File: config.mk
export PLATFORM = sky130hd
export DESIGN_NAME = muldiv_sequencer
export DESIGN_NICKNAME = d
export VERILOG_FILES = /design/src/rtl/muldiv_sequencer.sv
export SDC_FILE = /design/constraint.sdc
export NUM_CORES = 1
export LEC_CHECK = 0
export CAP_MARGIN = 20
export CORE_UTILIZATION = 35
export CTS_CLUSTER_SIZE = 30
export DETAILED_ROUTE_END_ITERATION = 7
export PLACE_DENSITY = 0.55
export SYNTH_ARGS = -nofsm -noshare
export SYNTH_HDL_FRONTEND = slang
export SYNTH_SLANG_ARGS = --single-unit
File: constraint.sdc
create_clock -name clk -period 3.2 [get_ports clk]
set_input_delay 0.32 -clock clk [delete_from_list [all_inputs] [get_ports clk]]
set_output_delay 0.32 -clock clk [all_outputs]
set_load 0.02 [all_outputs]
File: src/rtl/muldiv_sequencer.sv
// Iterative radix-2 multiply/divide sequencer beside the EX-stage ALU.
// Optional MULDIV_EARLY_OUT_EN: multiply leaves RUN once the multiplier is exhausted.
module muldiv_sequencer #(
    parameter int WIDTH = 32
) (
    input  logic             clk,
    input  logic             rst,
    input  logic             DX_muldiv,
    input  logic [1:0]       DX_op,
    input  logic [WIDTH-1:0] A,
    input  logic [WIDTH-1:0] B,
    input  logic             flush,
    output logic             stall,
    output logic             busy,
    output logic             done,
    output logic             div_zero,
    output logic [WIDTH-1:0] HI,
    output logic [WIDTH-1:0] LO
);

    localparam int CW = $clog2(WIDTH);

    typedef enum logic [2:0] {
        S_IDLE,
        S_PREP,
        S_RUN,
        S_FIX,
        S_DONE
    } state_t;

    state_t             r_state;
    state_t             w_next;
    logic [1:0]         r_op;
    logic [WIDTH-1:0]   r_a;
    logic [WIDTH-1:0]   r_b;
    logic [2*WIDTH-1:0] r_p;
    logic [2*WIDTH-1:0] r_m;
    logic [CW-1:0]      r_cnt;
    logic               r_neg_q;
    logic               r_neg_r;
    logic               r_dz;
    logic               r_busy;
    logic               r_div_zero;
    logic [WIDTH-1:0]   r_hi;
    logic [WIDTH-1:0]   r_lo;

    logic               w_start;
    logic               w_mul;
    logic               w_sgn;
    logic [WIDTH-1:0]   w_amag;
    logic [WIDTH-1:0]   w_bmag;
    logic [2*WIDTH-1:0] w_padd;
    logic [WIDTH:0]     w_rs;
    logic [WIDTH:0]     w_diff;
    logic [WIDTH-1:0]   w_qmag;
    logic [WIDTH-1:0]   w_rmag;
    logic [WIDTH-1:0]   w_res_hi;
    logic [WIDTH-1:0]   w_res_lo;
`ifdef MULDIV_EARLY_OUT_EN
    logic               w_mul_last;
    assign w_mul_last = ((r_b >> 1) == '0);
`endif

    assign w_start = (r_state == S_IDLE) && DX_muldiv && !flush;
    assign w_mul   = ~r_op[1];
    assign w_sgn   = ~r_op[0];
    assign w_amag  = (w_sgn && r_a[WIDTH-1]) ? -r_a : r_a;
    assign w_bmag  = (w_sgn && r_b[WIDTH-1]) ? -r_b : r_b;

    // Multiply: add the left-shifting multiplicand per set multiplier bit.
    assign w_padd = r_p + (r_b[0] ? r_m : '0);

    // Divide: r_p holds {remainder, dividend->quotient}; restoring step.
    assign w_rs   = {r_p[2*WIDTH-1:WIDTH], r_p[WIDTH-1]};
    assign w_diff = w_rs - {1'b0, r_m[WIDTH-1:0]};
    assign w_qmag = r_p[WIDTH-1:0];
    assign w_rmag = r_p[2*WIDTH-1:WIDTH];

    always_comb begin
        w_res_hi = '0;
        w_res_lo = '0;
        if (w_mul) begin
            {w_res_hi, w_res_lo} = r_neg_q ? -r_p : r_p;
        end else if (r_dz) begin
            w_res_hi = r_a;
            w_res_lo = '1;
        end else begin
            w_res_hi = r_neg_r ? -w_rmag : w_rmag;
            w_res_lo = r_neg_q ? -w_qmag : w_qmag;
        end
    end

    always_ff @(posedge clk or negedge rst) begin
        if (!rst) r_state <= S_IDLE;
        else      r_state <= w_next;
    end

    always_comb begin
        w_next = r_state;
        unique case (r_state)
            S_IDLE: if (w_start) w_next = S_PREP;
            S_PREP: begin
                if (flush) begin
                    w_next = S_IDLE;
                end else begin
                    w_next = S_RUN;
`ifdef MULDIV_EARLY_OUT_EN
                    if (w_mul && w_bmag == '0) w_next = S_FIX;
`endif
                end
            end
            S_RUN: begin
                // A zero divisor still walks RUN so divide latency stays fixed.
                if (flush) begin
                    w_next = S_IDLE;
                end else begin
                    if (r_cnt == '0) w_next = S_FIX;
`ifdef MULDIV_EARLY_OUT_EN
                    if (w_mul && w_mul_last) w_next = S_FIX;
`endif
                end
            end
            S_FIX:   w_next = flush ? S_IDLE : S_DONE;
            S_DONE:  w_next = S_IDLE;
            default: w_next = S_IDLE;
        endcase
    end

    always_ff @(posedge clk or negedge rst) begin
        if (!rst) begin
            r_op       <= '0;
            r_a        <= '0;
            r_b        <= '0;
            r_p        <= '0;
            r_m        <= '0;
            r_cnt      <= '0;
            r_neg_q    <= 1'b0;
            r_neg_r    <= 1'b0;
            r_dz       <= 1'b0;
            r_busy     <= 1'b0;
            r_div_zero <= 1'b0;
            r_hi       <= '0;
            r_lo       <= '0;
        end else begin
            r_busy <= (w_next != S_IDLE);
            unique case (r_state)
                S_IDLE: begin
                    if (w_start) begin
                        r_op       <= DX_op;
                        r_a        <= A;
                        r_b        <= B;
                        r_div_zero <= 1'b0;
                    end
                end
                S_PREP: begin
                    r_cnt   <= CW'(WIDTH - 1);
                    r_neg_q <= w_sgn & (r_a[WIDTH-1] ^ r_b[WIDTH-1]);
                    r_neg_r <= w_sgn & r_a[WIDTH-1];
                    r_dz    <= ~w_mul & (r_b == '0);
                    if (w_mul) begin
                        r_p <= '0;
                        r_m <= {{WIDTH{1'b0}}, w_amag};
                        r_b <= w_bmag;
                    end else begin
                        r_p <= {{WIDTH{1'b0}}, w_amag};
                        r_m <= {{WIDTH{1'b0}}, w_bmag};
                    end
                end
                S_RUN: begin
                    r_cnt <= r_cnt - CW'(1);
                    if (w_mul) begin
                        r_p <= w_padd;
                        r_m <= r_m << 1;
                        r_b <= r_b >> 1;
                    end else if (!w_diff[WIDTH]) begin
                        r_p <= {w_diff[WIDTH-1:0], r_p[WIDTH-2:0], 1'b1};
                    end else begin
                        r_p <= {w_rs[WIDTH-1:0], r_p[WIDTH-2:0], 1'b0};
                    end
                end
                S_FIX: begin
                    if (!flush) begin
                        r_hi <= w_res_hi;
                        r_lo <= w_res_lo;
                        if (r_dz) r_div_zero <= 1'b1;
                    end
                end
                default: ;
            endcase
        end
    end

    assign stall    = (r_state == S_PREP) || (r_state == S_RUN) ||
                      (r_state == S_FIX) || w_start;
    assign busy     = r_busy;
    assign done     = (r_state == S_DONE);
    assign div_zero = r_div_zero;
    assign HI       = r_hi;
    assign LO       = r_lo;

endmodule

==> results by group <==
Run status
  • Outcome: complete, but fails checks
  • Failing checks: negative setup slack

STA
  • Final Hold Vio Count: 0
  • Clock Skews: 30.2 ps
  • Setup ws final: -244 ps
  • Fin crit period: 3440 ps
  • Final Cycle Share: 108%
  • Slew HR: 40.3%
  • Final Max Tran Viols: 0
  • Worst Max-Slew Pin Slew: 893 ps
  • Final setup viols: 44
  • Fmax: 0.290 GHz
  • Unrepaired setup endpoints after global routing: true

Setup path
  • CP required: 3610 ps
  • Reg2reg path depth: 15
  • Critical path peak fanout: 6
  • Startpoint types: register
  • WP data arrival: 3860 ps
  • WS Path Type: reg -> reg
  • Critical path endpoint category: register

Logic synthesis
  • Mean Syn Cell Area: 7.81 µm²
  • Simple-gate portion of the synthesized area: 20.1%
  • Synth Area in Adders: 5.84%
  • Register area share after synthesis: 30.7%
  • Post-synth EDFFs: 0
  • Yosys Warn Count: 0
  • Post-Synth XOR/XNOR Area: 9.03%
  • Mux cell area share after synthesis: 3.52%
  • Async set or reset register ratio after synthesis: 100%
  • Largest family of logic cells by synthesized area: compound AO/OA/AOI/OAI gates
  • Yosys reg bits: 271
  • Synth Area in Compound Gates: 25.6%
  • Cells after Synth: 2830
  • Cell area after synthesis: 0.0221 mm²
  • Syn nets: 3002
  • Synth Flop Type: dfrtp_1
  • Distinct cells, synth: 86

Final layout
  • Commonest non-fill, non-tap cell in the layout: buf_4
  • Syn-to-layout area delta: 41.2%
  • Commonest non-fill, non-tap cells in the layout: buf_4, nand2_1, nor2_1, dfrtp_1, a21oi_1
  • Layout Nets: 3509
  • Final Cell Area: 0.0312 mm²
  • Final Non-Filler Cells: 4201
  • Filler cells: 5862
  • Post-layout util: 50.3%
  • Layout cells sized above 1: 27.8%
  • Antenna Cells: 0

Clock tree
  • CTS Sinks: 271
  • Htree depth: 2
  • Num CTS Buffers: 38
  • TritonCTS clock tree: built
  • CTS root buf: clkbuf_16
  • Worst skew pair latency: 590 ps
  • CTS clk-pin slew, worst paths: 60 ps
  • Max clock buf depth: 3

Routing
  • 1st-iter DRT viols: 2385
  • Wirelength per Cell: 23.0 µm
  • First-pass iteration count of the detailed router: 6
  • Drt drc: 0
  • Vias per cell: 5.75
  • Drt total wl: 96500 µm
  • Remaining antenna violation count after routing: 0
  • Vias: 24200

Global routing
  • Initial antenna violation count: 0
  • Overflow after GRT: 0
  • First-pass GRT wire length: 142000 µm
  • Vias in the first global route: 22800
  • Largest net degree at the start of global routing: 76
  • Gr usage total: 29.3%

Place
  • HPWL after DPL: 73100 µm
  • Pre-CTS WS: -423 ps
  • Global placer's final weighted congestion: 1.05
  • Placed insts: 4065
  • Port-buffer cells: 137
  • Placement Cell Area: 0.0276 mm²

Pwr
  • Leakage power: 13.6 nW
  • Pwr Total: 23.2 mW
  • VDD IR max: 0.321 mV
  • Pwr per Cell Area: 744 mW/mm²

Floorplanning
  • CORE AREA: 0.0621 mm²
  • Rows: 91
  • Initial Util: 35.6%
  • Die W: 253 µm
  • IO Count: 138
  • Die Footprint: 0.0642 mm²
  • Chip height: 253 µm

Flow run
  • Max Cap Viol: 0

Worst hold path
  • Hold Crit Class: in -> async
[timing repair]
| action | in CTS | in global routing |
|---|---|---|
| hold endpoints to repair | 71 | 0 |
| pin swaps | 114 | 148 |
| buffers inserted | 29 | 40 |
| endpoints found under the setup margin | 53 | 78 |
| gates cloned | 2 | 3 |
| hold buffers | 1 | 0 |
| gates resized for setup | 190 | 215 |
[critical path, stage by stage, from the launching register on]
cell,delay [ps]
dfrtp_2,450
buf_6,150
buf_8,120
and2_4,140
ha_4,260
nand4_1,160
nor3_2,240
nand4_1,240
a2111oi_4,390
o31ai_4,160
a31oi_2,260
nor2_2,80
buf_4,140
o211a_4,240
mux2i_1,150
o311ai_1,110
[kinds of logic (layout without fill, tap and decap cells)]
| group | after synthesis | after routing |
|---|---|---|
| simple gates | 958 | 958 |
| compound gates | 899 | 899 |
| buf+inv | 300 | 834 |
| flops | 271 | 271 |
| xor+xnor | 227 | 227 |
| fa+ha+maj | 102 | 102 |
| mux | 73 | 73 |
[stage by stage]
stage	hold slack, ps	TNS [ps]
floorplan	24.4	-221
global placement	374	-7470
detailed placement	379	-10750
CTS	297	-1800
global route	315	-10950
finish	317	-5280
[layer usage]
metal | track usage [%] | up-vias | part of all wire (%)
li1 | - | 11200 | -
met5 | 0 | - | 0
met4 | 11.3 | 0 | 4.3
met1 | 42.7 | 11800 | 46
met2 | 43.2 | 1016 | 43
met3 | 4.11 | 169 | 7.6
[flip-flops by register name, indices dropped and copies added, names as in the netlist, 2 cells and up]
signal,count
r_a,32
r_p,64
HI,32
r_op,2
r_cnt,5
r_b,32
r_state,3
r_m,64
LO,32
[layout make-up]
class,instances,area (µm²),area share [%]
Clock inverter,15,184,0.589
Tap cell,837,1050,3.35
Inverter,83,317,1.01
Sequential cell,271,6790,21.8
Multi-Input combinational cell,2259,15900,50.8
Timing Repair Buffer,683,5920,19.0
Timing Repair inverter,1,7.51,0.0240
Clock buffer,52,1080,3.47
[power by group]
| group | internal [mW] | switching (mW) |
|---|---|---|
| combinational | 5.94 | 7.51 |
| sequential | 4.35 | 1.00 |
| clock | 2.62 | 1.79 |
[final timing paths]
check / startpoint / end / slack (ps)
max reg2reg: r_b[0] / r_p[62] / -240
min in group clk: A[0] / r_a[0] / 320
min reg2reg: r_cnt[3] / r_cnt[3] / 480
min: rst / r_p[41] / 320
max in group asynchronous: rst / r_b[7] / 1910
max: r_b[0] / r_p[62] / -240
[synthesized netlist by cell type (all sizes together), types with 37 or more instances]
cell	count	area, µm²
clkbuf	179	674
nor3	50	277
mux2	37	417
xor2	106	928
a21oi	270	1350
xnor2	121	1070
nand3	69	345
and2	42	263
nand2	319	1200
dfrtp	271	6780
buf	38	190
ha	100	1250
o21ai	257	1290
nor2	298	1120
inv	83	312
a22oi	42	315
Note: power is estimated with default switching activity, not from simulation.
